File: src/rtl/serial_1101_tx.sv
`default_nettype none
// ============================================================================
//  Module      : serial_1101_tx
//  Description : Serial frame transmitter. On an accepted start it sends the
//                header 1101, then a DATA_W-bit payload MSB first, then one
//                guard 0 bit. The line idles low. Back-to-back frames are
//                accepted during the guard cycle.
//  Revision    : 1.0 - initial release
// ============================================================================
module serial_1101_tx #(
  parameter int DATA_W = 8
) (
  input  logic              clk,
  input  logic              reset,
  input  logic              start,
  input  logic [DATA_W-1:0] data,
  output logic              x,
  output logic              ready,
  output logic              busy,
  output logic              done
);

  // Counter must reach 3 for the header and DATA_W-1 for the payload.
  localparam int MAX_W = (DATA_W > 4) ? DATA_W : 4;
  localparam int CNT_W = $clog2(MAX_W);
  localparam logic [CNT_W-1:0] HDR_LAST = CNT_W'(3);
  localparam logic [CNT_W-1:0] PAY_LAST = CNT_W'(DATA_W - 1);

  // The state names the phase whose bit is driven onto x at the next edge,
  // so x, busy and done all change together on the same edge.
  typedef enum logic [1:0] {
    S_IDLE    = 2'd0,
    S_HEADER  = 2'd1,
    S_PAYLOAD = 2'd2,
    S_GUARD   = 2'd3
  } state_t;

  state_t            state, state_n;
  logic [DATA_W-1:0] shreg, shreg_n;
  logic [CNT_W-1:0]  cnt, cnt_n;
  logic              x_n, busy_n, done_n;
  logic              hdr_bit;
  logic              accept;

  // Ready depends only on registered state, never on start.
  assign ready  = (state == S_IDLE) || (state == S_GUARD);
  assign accept = start && ready;

  // Header bit selected by the counter: sequence 1,1,0,1.
  always_comb begin
    hdr_bit = 1'b1;
    if (cnt[1:0] == 2'd2) begin
      hdr_bit = 1'b0;
    end
  end

  // Next-state, next-line-value and datapath updates.
  always_comb begin
    state_n = state;
    shreg_n = shreg;
    cnt_n   = cnt;
    x_n     = 1'b0;
    busy_n  = 1'b1;
    done_n  = 1'b0;
    case (state)
      S_IDLE: begin
        busy_n = 1'b0;
        if (accept) begin
          shreg_n = data;
          cnt_n   = '0;
          state_n = S_HEADER;
        end
      end
      S_HEADER: begin
        x_n = hdr_bit;
        if (cnt == HDR_LAST) begin
          cnt_n   = '0;
          state_n = S_PAYLOAD;
        end else begin
          cnt_n = cnt + CNT_W'(1);
        end
      end
      S_PAYLOAD: begin
        x_n     = shreg[DATA_W-1];
        shreg_n = shreg << 1;
        if (cnt == PAY_LAST) begin
          cnt_n   = '0;
          state_n = S_GUARD;
        end else begin
          cnt_n = cnt + CNT_W'(1);
        end
      end
      S_GUARD: begin
        done_n = 1'b1;
        if (accept) begin
          shreg_n = data;
          cnt_n   = '0;
          state_n = S_HEADER;
        end else begin
          state_n = S_IDLE;
        end
      end
      default: begin
        busy_n  = 1'b0;
        cnt_n   = '0;
        state_n = S_IDLE;
      end
    endcase
  end

  // State and output registers; reset overrides everything, including start.
  always_ff @(posedge clk) begin
    if (reset) begin
      state <= S_IDLE;
      shreg <= '0;
      cnt   <= '0;
      x     <= 1'b0;
      busy  <= 1'b0;
      done  <= 1'b0;
    end else begin
      state <= state_n;
      shreg <= shreg_n;
      cnt   <= cnt_n;
      x     <= x_n;
      busy  <= busy_n;
      done  <= done_n;
    end
  end

endmodule
`default_nettype wire

File: config.mk
export PLATFORM = sky130hd
export DESIGN_NAME = serial_1101_tx
export DESIGN_NICKNAME = d
export VERILOG_FILES = /design/src/rtl/serial_1101_tx.sv
export SDC_FILE = /design/constraint.sdc
export NUM_CORES = 1
export LEC_CHECK = 0
export ABC_CLOCK_PERIOD_IN_PS = 1600
export BUFFER_PORTS_ARGS = -buffer_cell sky130_fd_sc_hd__buf_2
export CAP_MARGIN = 20
export CORE_AREA = 2 2 40 57
export DETAILED_ROUTE_END_ITERATION = 8
export DIE_AREA = 0 0 42 59
export PLACE_DENSITY = 0.76
export SLEW_MARGIN = 20
export SYNTH_ARGS = -nofsm -noshare
export SYNTH_HDL_FRONTEND = slang
export SYNTH_SLANG_ARGS = --single-unit
File: constraint.sdc
create_clock -name clk -period 1.6 [get_ports clk]
set_input_delay 0.16 -clock clk [delete_from_list [all_inputs] [get_ports clk]]
set_output_delay 0.16 -clock clk [all_outputs]
set_load 0.01 [all_outputs]
==> impl_metrics.xml <==
<?xml version="1.0" encoding="UTF-8"?>
<metrics>
  <group name="run_status">
    <metric name="status" unit="">completed</metric>
  </group>
  <group name="cells_and_area">
    <metric name="proportion_of_layout_cells_with_a_drive_suffix_above_1" unit="">0.355</metric>
    <metric name="finalNetCount" unit="">131</metric>
    <metric name="layout.core_utilization" unit="">0.561</metric>
    <metric name="area_growth_syn_to_layout" unit="%">18.7</metric>
    <metric name="final_cell_count_no_fill" unit="">131</metric>
    <metric name="layout.cell_area.non_filler" unit="um^2">1080</metric>
    <metric name="antenna-diode-count" unit="">0</metric>
  </group>
  <group name="placed_design">
    <metric name="dp_area" unit="um^2">1020</metric>
    <metric name="place_congestion" unit="">0.787</metric>
    <metric name="placed_cells_incl_taps" unit="">126</metric>
    <metric name="detailed_place_hpwl" unit="mm">1.30</metric>
    <metric name="numPortBuffers" unit="">14</metric>
  </group>
  <group name="pwr">
    <metric name="power.density_cell_area" unit="nW/um^2">1900</metric>
    <metric name="total_power" unit="uW">2050</metric>
    <metric name="power.static_leakage" unit="uW">0.000457</metric>
    <metric name="max-vdd-ir-drop" unit="mV">0.690</metric>
  </group>
  <group name="clock_network">
    <metric name="root_driver" unit="">sky130_fd_sc_hd__clkbuf_4</metric>
    <metric name="cts_buf_count" unit="">3</metric>
    <metric name="clock_sinks" unit="">16</metric>
    <metric name="cts.reportedPaths.clkPinSlew" unit="ns">0.10</metric>
    <metric name="tritoncts_clock_tree" unit="">built</metric>
    <metric name="clockBufferDepth" unit="">2</metric>
    <metric name="htree_num_levels" unit="">1</metric>
    <metric name="clock_latency_at_the_later_pin_of_the_worst_skew_pair" unit="ns">0.29</metric>
  </group>
  <group name="sta">
    <metric name="slew_viol_final" unit="">0</metric>
    <metric name="finalSetupViolations" unit="">0</metric>
    <metric name="fin_tns_setup" unit="ns">0</metric>
    <metric name="fin_worst_skew" unit="ns">0.00651</metric>
    <metric name="max_freq" unit="MHz">645</metric>
    <metric name="final_hold_viol_count" unit="">0</metric>
    <metric name="worst_slew_pin_slew" unit="ns">0.370</metric>
    <metric name="finalWorstPathRequiredPeriod" unit="ns">1.55</metric>
    <metric name="slew_headroom" unit="">0.753</metric>
    <metric name="timing.final.crit_share" unit="">0.969</metric>
  </group>
  <group name="worst_setup_path">
    <metric name="setup.worst_path.start_class" unit="">flip-flop</metric>
    <metric name="arrival" unit="ns">1.74</metric>
    <metric name="critical_path.endpoint_type" unit="">flip-flop</metric>
    <metric name="critical_path.max_fanout" unit="">5</metric>
    <metric name="r2r_slack" unit="ns">0.05</metric>
    <metric name="critical_path.max_stage_delay" unit="ns">0.37</metric>
    <metric name="worst-setup-path-type" unit="">reg2reg</metric>
    <metric name="worstPathRequired" unit="ns">1.79</metric>
    <metric name="timing.critical_path.slowest_stage_cell" unit="">sky130_fd_sc_hd__dfxtp_4</metric>
    <metric name="timing.critical_path.cells" unit="">inv_2 -&gt; ha_4 -&gt; nand2b_4 -&gt; a221oi_4 -&gt; mux2_1</metric>
  </group>
  <group name="floorplanning">
    <metric name="die_width" unit="um">42</metric>
    <metric name="initial_core_util" unit="">0.472</metric>
    <metric name="die-height" unit="um">59</metric>
    <metric name="rows" unit="">19</metric>
    <metric name="core_area" unit="um^2">1930</metric>
    <metric name="boundaryPins" unit="">15</metric>
    <metric name="floorplan.die_area" unit="um^2">2480</metric>
  </group>
  <group name="yosys">
    <metric name="synth_largest_area_cell" unit="">sky130_fd_sc_hd__dfxtp_1</metric>
    <metric name="synth-warning-count" unit="">0</metric>
    <metric name="postSynthNetCount" unit="">112</metric>
    <metric name="part_of_the_yosys_area_used_for_sequential_elements" unit="">0.352</metric>
    <metric name="synth_seq_cells" unit="">16</metric>
    <metric name="dominantRegCellSynth" unit="">sky130_fd_sc_hd__dfxtp_1</metric>
    <metric name="post-synth-top-count-cell" unit="">sky130_fd_sc_hd__dfxtp_1</metric>
    <metric name="synth_cell_type_count" unit="">29</metric>
    <metric name="instance_count_of_the_mapped_netlist" unit="">92</metric>
    <metric name="yosysTopAreaCellShare" unit="">0.352</metric>
    <metric name="synth_area_leaders" unit="">sky130_fd_sc_hd__dfxtp_1 35%, sky130_fd_sc_hd__ha_1 12%, sky130_fd_sc_hd__a211oi_2 9.6%</metric>
    <metric name="ys_async_sr_fraction" unit="">0</metric>
    <metric name="ys_top_cells_by_count" unit="">16 x sky130_fd_sc_hd__dfxtp_1, 13 x sky130_fd_sc_hd__nor2_1, 9 x sky130_fd_sc_hd__ha_1</metric>
    <metric name="synth-edff-count" unit="">0</metric>
    <metric name="post_synth_instance_area" unit="um^2">910</metric>
    <metric name="synth_area_per_cell" unit="um^2">9.89</metric>
  </group>
  <group name="global_route">
    <metric name="grt_antenna_before_repair" unit="">0</metric>
    <metric name="gr-usage-all-layers" unit="">0.154</metric>
    <metric name="grt_overflow" unit="">0</metric>
    <metric name="grt_max_degree" unit="">18</metric>
    <metric name="grt_pass1_vias" unit="">706</metric>
    <metric name="global_route_wire_length_before_repair" unit="mm">2.87</metric>
  </group>
  <group name="routing">
    <metric name="drc_errors_left" unit="">0</metric>
    <metric name="wire_per_inst" unit="um">12.8</metric>
    <metric name="vias_per_cell" unit="">5.24</metric>
    <metric name="wl" unit="mm">1.68</metric>
    <metric name="routed-via-count" unit="">686</metric>
    <metric name="drt_iter0_drc" unit="">6</metric>
    <metric name="first_pass_iters" unit="">4</metric>
    <metric name="ant_nets" unit="">0</metric>
  </group>
  <group name="worst_hold_path">
    <metric name="min_path_type" unit="">in2reg</metric>
  </group>
  <group name="job">
    <metric name="cap_violations" unit="">0</metric>
  </group>
</metrics>
## registers in the layout, indices dropped and copies added, names as in the netlist
signal  flops
shreg       8
x           1
state       2
busy        1
cnt         3
done        1
## layer usage
layer	GRT usage	share of wire	vias up
li1	-	-	348
met1	0.151	0.42	319
met2	0.299	0.53	14
met3	0.0305	0.036	5
met4	0.0829	0.021	0
met5	0	0	-
## through the flow
step / hold WS [ns] / setup WS (ns)
final: 0.209 / 0.0497
after global routing: 0.232 / -0.00842
after CTS: 0.205 / 0.0171
after detailed placement: 0.474 / -0.0318
after global placement: 0.444 / 0.0382
after floorplan: 0.359 / 0.0157
## logic make-up after synthesis
group                      Yosys count  synth area share
muxes                               10             0.117
buffers and inverters               12            0.0633
and+or+nand+nor                     29             0.172
DFF                                 16             0.352
AOI/OAI and AO/OA                   16             0.172
adders and majority gates            9             0.124
## power by group
part / total [uW] / internal [uW] / switching [uW] / leakage, uW
clock network: 273 / 139 / 134 / 0.0000210
registers: 628 / 543 / 84.9 / 0.000133
logic: 1150 / 574 / 572 / 0.000304
## timing repair
action,in CTS,in global routing
setup buffers,0,1
setup endpoints to repair,2,2
hold buffers,0,0
gates resized for setup,2,5
pin swaps,0,1
## layout by cell type, fill, tap and decap left out, types with 2 or more instances in the layout
master	synthesis	layout
sky130_fd_sc_hd__nor2_1	13	13
sky130_fd_sc_hd__dfxtp_1	16	14
sky130_fd_sc_hd__nand2_1	3	3
sky130_fd_sc_hd__nand2b_1	4	4
sky130_fd_sc_hd__inv_2	0	2
sky130_fd_sc_hd__a211oi_2	7	7
sky130_fd_sc_hd__a21oi_1	3	3
sky130_fd_sc_hd__mux2i_1	8	8
sky130_fd_sc_hd__nand2b_4	2	2
sky130_fd_sc_hd__inv_1	8	6
sky130_fd_sc_hd__ha_1	9	7
sky130_fd_sc_hd__buf_2	1	14
sky130_fd_sc_hd__buf_4	1	3
sky130_fd_sc_hd__clkbuf_4	0	3
## cell type report
cell class	instances	area, um^2
clock buffers	4	36.3
fillers	185	846
inverters	8	30.0
multi-input cells	64	558
flip-flops and latches	16	325
well taps	21	26.3
repair buffers	18	104
## worst paths after layout
| kind | from | to | cells past startpoint |
|---|---|---|---|
| worst min-delay path | data[0] | shreg[0]$_SDFFE_PP0P_ | 4 |
| worst max-delay path | state[1]$_SDFFE_PP0P_ | state[0]$_SDFFE_PP0P_ | 5 |
| worst min register to register | shreg[7]$_SDFFE_PP0P_ | x$_SDFF_PP0_ | 2 |
| worst max register to register | state[1]$_SDFFE_PP0P_ | state[0]$_SDFFE_PP0P_ | 5 |
## critical path, delay by kind of cell (launching register included)
kind                     cells  cell delay, ns
buffers and inverters        1            0.09
adder cells (fa/ha/maj)      1            0.22
AND/OR/NAND/NOR              1            0.16
multiplexers                 1            0.34
flip-flops                   1            0.37
AO/OA/AOI/OAI                1            0.27
(Power assumes the default switching activity.)
